## src/rtl/line_burst_adaptor.sv

```systemverilog
// Line-to-burst memory responder: turns 256-bit line read/write requests into 4-beat 64-bit bursts.
// Optional macro LBA_RESP_BYPASS_EN: drop the DONE state and signal completion combinationally on the last beat.
module line_burst_adaptor #(
  parameter int unsigned BEATS  = 4,
  parameter int unsigned BEAT_W = 64
) (
  input  logic                      clk,
  input  logic                      reset_n,
  input  logic                      read_i,
  input  logic                      write_i,
  input  logic [31:0]               address_i,
  input  logic [BEATS*BEAT_W-1:0]   line_i,
  output logic [BEATS*BEAT_W-1:0]   line_o,
  output logic                      resp_o,
  output logic [31:0]               mem_address_o,
  output logic                      mem_read_o,
  output logic                      mem_write_o,
  output logic [BEAT_W-1:0]         burst_o,
  input  logic [BEAT_W-1:0]         burst_i,
  input  logic                      mem_resp_i
);

  localparam int unsigned LINE_W = BEATS * BEAT_W;
  localparam int unsigned CNT_W  = $clog2(BEATS);
  localparam int unsigned OFS_W  = 5;
  localparam logic [CNT_W-1:0] LAST_BEAT = CNT_W'(BEATS - 1);

  typedef enum logic [1:0] {
    S_IDLE,
    S_RD,
    S_WR,
    S_DONE
  } state_t;

  state_t              state;
  logic [CNT_W-1:0]    cnt;
  logic [CNT_W-1:0]    cnt_nxt;
  logic [LINE_W-1:0]   wbuf;
  logic [LINE_W-1:0]   rbuf;
  logic [LINE_W-1:0]   line_q;
  logic [LINE_W-1:0]   line_done;
  logic                last_beat;
  logic                unused_addr_bits;

  assign cnt_nxt   = cnt + CNT_W'(1);
  assign last_beat = (state == S_RD || state == S_WR) && mem_resp_i && (cnt == LAST_BEAT);
  // The final beat bypasses the buffer so the line is complete at the edge that ends the burst.
  assign line_done = {burst_i, rbuf[LINE_W-BEAT_W-1:0]};
  assign unused_addr_bits = ^address_i[OFS_W-1:0];

`ifdef LBA_RESP_BYPASS_EN
  assign resp_o = last_beat;
  assign line_o = (state == S_RD && last_beat) ? line_done : line_q;
`else
  logic resp_q;
  assign resp_o = resp_q;
  assign line_o = line_q;
`endif

  // Control FSM with registered bus outputs; reset is asynchronous and active-high.
  always_ff @(posedge clk or posedge reset_n) begin
    if (reset_n) begin
      state         <= S_IDLE;
      cnt           <= '0;
      wbuf          <= '0;
      rbuf          <= '0;
      line_q        <= '0;
      mem_address_o <= '0;
      mem_read_o    <= 1'b0;
      mem_write_o   <= 1'b0;
      burst_o       <= '0;
`ifndef LBA_RESP_BYPASS_EN
      resp_q        <= 1'b0;
`endif
    end else begin
`ifndef LBA_RESP_BYPASS_EN
      resp_q <= 1'b0;
`endif
      case (state)
        S_IDLE: begin
          if (read_i) begin
            state         <= S_RD;
            cnt           <= '0;
            mem_address_o <= {address_i[31:OFS_W], OFS_W'(0)};
            mem_read_o    <= 1'b1;
          end else if (write_i) begin
            state         <= S_WR;
            cnt           <= '0;
            mem_address_o <= {address_i[31:OFS_W], OFS_W'(0)};
            wbuf          <= line_i;
            burst_o       <= line_i[BEAT_W-1:0];
            mem_write_o   <= 1'b1;
          end
        end
        S_RD: begin
          if (mem_resp_i) begin
            rbuf[BEAT_W*int'(cnt) +: BEAT_W] <= burst_i;
            if (cnt == LAST_BEAT) begin
              cnt        <= '0;
              mem_read_o <= 1'b0;
              line_q     <= line_done;
`ifdef LBA_RESP_BYPASS_EN
              state      <= S_IDLE;
`else
              state      <= S_DONE;
              resp_q     <= 1'b1;
`endif
            end else begin
              cnt <= cnt_nxt;
            end
          end
        end
        S_WR: begin
          if (mem_resp_i) begin
            if (cnt == LAST_BEAT) begin
              cnt         <= '0;
              mem_write_o <= 1'b0;
              burst_o     <= '0;
`ifdef LBA_RESP_BYPASS_EN
              state       <= S_IDLE;
`else
              state       <= S_DONE;
              resp_q      <= 1'b1;
`endif
            end else begin
              cnt     <= cnt_nxt;
              burst_o <= wbuf[BEAT_W*int'(cnt_nxt) +: BEAT_W];
            end
          end
        end
        S_DONE: begin
          state <= S_IDLE;
        end
        default: begin
          state <= S_IDLE;
        end
      endcase
    end
  end

endmodule

```

## config.mk

```make
export PLATFORM = sky130hd
export DESIGN_NAME = line_burst_adaptor
export DESIGN_NICKNAME = d
export VERILOG_FILES = /design/src/rtl/line_burst_adaptor.sv
export SDC_FILE = /design/constraint.sdc
export NUM_CORES = 1
export LEC_CHECK = 0
export ABC_AREA = 0
export BUFFER_PORTS_ARGS = -buffer_cell sky130_fd_sc_hd__buf_4
export CAP_MARGIN = 20
export CORE_AREA = 4 4 271 273
export CTS_CLUSTER_DIAMETER = 60
export DETAILED_ROUTE_END_ITERATION = 12
export DIE_AREA = 0 0 275 277
export PLACE_DENSITY = 0.71
export SETUP_SLACK_MARGIN = 0.2
export SYNTH_ARGS = -nofsm -noshare
export SYNTH_HDL_FRONTEND = slang
export SYNTH_SLANG_ARGS = --single-unit
```

## constraint.sdc

```tcl
create_clock -name clk -period 25 [get_ports clk]
set_input_delay 0 -clock clk [delete_from_list [all_inputs] [get_ports clk]]
set_output_delay 0 -clock clk [all_outputs]
set_load 0.02 [all_outputs]
```

======== After elaboration in Yosys (flattened, before gate mapping) ========
Cells that the tools add are included.
cells by class
  $add $sub $neg .......................... 2
  equality and inequality tests ........... 14
  shift-type cells ........................ 3
  mux-type cells .......................... 28
  bitwise gates (word level) .............. 1
  reductions and logical operators ........ 15
operators with widths
  cell                         number
  $bwmux W256                  1
  $mux W64                     4
  $shift A64 B34 Y256 const A  1
  $shiftx A256 B9 Y64          1
  $shiftx A64 B34 Y256         1
  $pmux W64 S2                 1
  $mux W32                     2
  $neg A8 Y34                  1
  $mux W2                      8
  $reduce_and A3 Y1            4
  $ne A2 B2 Y1 const B         5
  $mux W1                      8
  $ne A2 B1 Y1 const B         4
  $reduce_and A4 Y1            2
  $reduce_bool A2 Y1           4
  $eq A2 B2 Y1 const B         3
  $pmux W2 S3                  1
  $reduce_and A5 Y1            1
  $pmux W1 S2                  2
  $pmux W2 S2                  1
  $reduce_and A2 Y1            2
  $ne A3 B3 Y1 const B         1
  $add A2 B1 Y2 const B        1
  $eq A2 B1 Y1 const B         1
  other kinds (3)              3
word-level totals
  bits in registers ....................... 871
  input port bits ......................... 357
  output and inout bits ................... 355
  word-level logic and storage cells ...... 73

======== Logic depth before layout (Yosys ltp) ========
  depth after elaboration ................. 5
  gate-level depth with buffers ........... 12

======== Worst setup path before layout ========
OpenSTA, ideal clock, no wires.
  path type ............................... register to register
  start point ............................. register cnt[0]
  end point ............................... register burst_o[20]
  setup time .............................. 0.125 ns
  arrival time ............................ 2.723 ns
  path slack .............................. 22.152 ns
  cell stages (with the launch flop) ...... 11
  buffers on the path ..................... 5
  cell sequence ........................... dfrtp_1 clkbuf_1 buf_2 buf_2 inv_1 ha_1 buf_6 buf_2 mux4_2 a22o_1 mux2_2
between the ends
  word-level cells in the longest chain between the ends .. 5
  elaborated cells between the ends (all ways) .. 6
  classes of those cells .................. add/sub: 1; eq/ne: 1; shift: 1; mux: 3
RTL lines
  what                      line  source
  start: declaration        36    logic [CNT_W-1:0] cnt;
  start signal: assignment  109   cnt <= cnt_nxt;
  start signal: assignment  126   cnt <= cnt_nxt;
  $add A2 B1 Y2             45    assign cnt_nxt = cnt + CNT_W'(1);
  $shiftx A256 B9 Y64       127   burst_o <= wbuf[BEAT_W*int'(cnt_nxt) +: BEAT_W];
  $mux W64 *                115   if (cnt == LAST_BEAT) begin
  $mux W64 *                114   if (mem_resp_i) begin
  $pmux W64 S2 *            79    case (state)
  end signal: assignment    91    burst_o <= line_i[BEAT_W-1:0];
  end signal: assignment    127
  end: declaration          18    output logic [BEAT_W-1:0] burst_o,
Every way passes the cells marked *; elsewhere a longest branch is shown, timed or not. The select of a mux whose other input is x is not followed.
A chain may end at the register's enable or synchronous reset.

======== Worst setup path after layout ========
  start point ............................. register cnt[0]
  end point ............................... register burst_o[61]
Same word-level chain as after synthesis.

==> metrics.md <==
| Metric | Value |
|---|---|
| Worst setup path startpoint | cnt[0] |
| Number of port buffers | 701 |
| FF-to-FF setup slack | 21350 ps |
| Switching Share | 32.6% |
| Avg Inst Size Synth | 12.9 um2 |
| Post-layout instance area | 44500 um2 |
| Fin nets | 3849 |
| I/O pins | 712 |
| Run status | finished, final reports clean |
| CTS tree | done |
| Die height | 277 um |
| P_int | 0.00338 W |
| RD Place Congestion | 0.856 |
| H-Tree Level Count | 3 |
| Synth cell count leaders | 802 x dfrtp_1, 772 x nand2_1, 321 x mux2_2, 256 x a22o_1, 93 x clkbuf_1 |
| Top FF cell, synth | dfrtp_1 |
| Wire per inst | 22.0 um |
| Worst-Skew Late Latency | 620 ps |
| Setup Skew | 20.8 ps |
| P per Cell Area | 113 nW/um2 |
| Sequential area share after synthesis | 62.9% |
| First-pass GRT wire length | 153000 um |
| Clock root cell | clkbuf_16 |
| Tcrit/Tclk final | 14.6% |
| Final Hold Viols | 0 |
| Clock buffer count from CTS | 85 |
| Mapped Area | 31900 um2 |
| Initial antenna violation count | 14 |
| Max VDD drop | 0.106 mV |
| Synth Area in Adders | 0.432% |
| Largest family of logic cells by synthesized area | multiplexers |
| Comb pwr share | 34.9% |
| Initial Util | 44.8% |
| Worst endpoint data arrival time | 4150 ps |
| Setup-failing EPs final | 0 |
| Crit path required time | 25500 ps |
| DRC | 0 |
| Num rows | 98 |
| Maxcap violations | 0 |
| Synthesis-to-layout area growth | 39.4% |
| Longest Clk Path Bufs | 3 |
| GRT overflow | 0 |
| Post-DRT Antenna Nets | 0 |
| DR vias | 24237 |
| Reg2reg start | cnt[0] |
| Sw Pwr | 0.00164 W |
| Leading area contributor after synthesis | dfrtp_1 |
| Min cycle time layout | 3650 ps |
| Setup TNS | 0 ps |
| Core area | 71100 um2 |
| Post-CTS sizing | 0 |
| DRT Wirelength | 99200 um |
| Seq cells post-synth | 802 |
| Fin. max-slew vios | 0 |
| DRT Pass-1 Iters | 5 |
| Netlist cell types | 36 |
| Clk network pwr share | 25.2% |
| Max transition margin | 15.0% |
| Clk slew on worst S/H paths | 60 ps |
| Maximum number of pins on one net before global-route repair | 188 |
| Vias per inst | 5.38 |
| Vias in the first global route | 26074 |
| Yosys top cell area share | 62.9% |
| Clock sink count | 802 |
| DP Area | 37900 um2 |
| Simple-gate share of the synthesized area | 9.59% |
| Worst-Margin Slew | 1270 ps |
| Die Area | 76200 um2 |
| Most area-consuming cells after synthesis | dfrtp_1 63%, mux2_2 11%, nand2_1 9.1% |
| Static Leak | 22.3 nW |
| CP Class | reg -> reg |
| Iter 0 DRT Violations | 1785 |
| Top-count cell post-synth | dfrtp_1 |
| Die width | 275 um |
| Mux share of post-synthesis cell area | 17.3% |
| Critical Path Start Type | register |
| Worst hold slack | 124 ps |
| FMAX | 274 MHz |
| Post-synth EDFFs | 0 |
| RSZ-0062 raised after global routing | false |
| Layout cell share with drive strength beyond 1 | 36.4% |
| Crit-path max FO | 37 |
| Synth warnings | 0 |
| CP Capture Type | register |
| Post-synthesis cell count | 2466 |
| Sequential share of power | 39.9% |
| Compound-Gate Fraction of Synth Area | 7.14% |
| FFs w/ async S/R, synth | 100% |
| Post-synthesis xor/xnor area fraction | 0% |
| GRT Util Overall | 25.5% |
| Class of the worst hold path | in -> async |
| Estimated wirelength of the detail-placed design | 61100 um |
flip-flops by register name, indices dropped and copies added, names as in the netlist:
register	count
wbuf	256
resp_o	1
cnt	2
state	2
mem_read_o	1
burst_o	64
mem_address_o	27
line_o	256
rbuf	192
mem_write_o	1
kinds of logic (layout without fill, tap and decap cells):
logic type	count (synthesis)	count (layout)
compound gates	262	262
buf+inv	177	1250
other cells	1	16
flops	802	802
fa+ha+maj	11	11
simple gates	795	795
mux	418	418
layer usage:
| metal | GRT usage (%) | vias to the layer above | wire length, um |
|---|---|---|---|
| li1 | - | 10552 | - |
| met4 | 9.82 | 6 | 3720 |
| met1 | 31.1 | 12474 | 37900 |
| met3 | 6.78 | 202 | 8200 |
| met5 | 0 | - | 35 |
| met2 | 43.5 | 1003 | 49400 |
final timing paths:
check | endpoint | depth (start not counted)
max in group asynchronous | wbuf[139] | 6
max | burst_o[61] | 6
min | mem_address_o[18] | 3
min in group clk | wbuf[165] | 3
max reg2reg | burst_o[61] | 6
min reg2reg | line_o[96] | 2
stage by stage:
step,total power [W],setup WS (ps),cells,utilization [%]
floorplan,0.00307,2480,2470,-
global placement,0.00358,21220,3977,53.2
detailed placement,0.00366,21120,3978,53.3
CTS,0.00499,21120,4489,62.3
global route,0.00524,21080,4500,62.5
finish,0.00502,21350,4504,62.5
worst max-delay path, stage by stage (launching register included):
cell     delay, ps
dfrtp_4        610
inv_1          190
ha_4           750
buf_4          720
mux4_2         640
a22o_1         260
mux2_4         260
final cells by class:
type / count / area, um2
Antenna cell: 11 / 27.5
Clock buffer: 116 / 2390
Clock inverter: 33 / 414
Fill cell: 5165 / 26700
Inverter: 8 / 37.5
Multi-Input combinational cell: 1491 / 11100
Sequential cell: 802 / 20100
Tap cell: 950 / 1190
Timing Repair Buffer: 1093 / 9210
power groups by stage:
stage / logic, W / clock network, W / registers, W
global placement: 0.00162 / 0 / 0.00196
detailed placement: 0.00166 / 0 / 0.00200
floorplan: 0.000962 / 0 / 0.00211
global route: 0.00186 / 0.00134 / 0.00204
finish: 0.00175 / 0.00127 / 0.00200
CTS: 0.00173 / 0.00128 / 0.00198
cells in the final DEF (no fill, tap or decap), types with 4 or more instances in the layout:
cell           count
a22o_1           256
buf_16             4
buf_4            725
bufinv_16          5
clkbuf_1          16
clkbuf_16         85
clkbuf_8          15
clkinv_2          14
clkinv_8           4
conb_1             5
dfrtp_1          801
diode_2           11
dlygate4sd3_1    362
ha_1              10
inv_1              6
mux2_2           321
mux2_4            26
mux2i_1            5
mux4_2            64
nand2_1          772
what timing repair did:
| item | 4_1_cts | 5_1_grt |
|---|---|---|
| endpoints found under the setup margin | 0 | 0 |
| endpoints found under the hold margin | 737 | 0 |
| buffers inserted | 0 | 0 |
| hold buffers | 362 | 0 |
(Power assumes the default switching activity.)
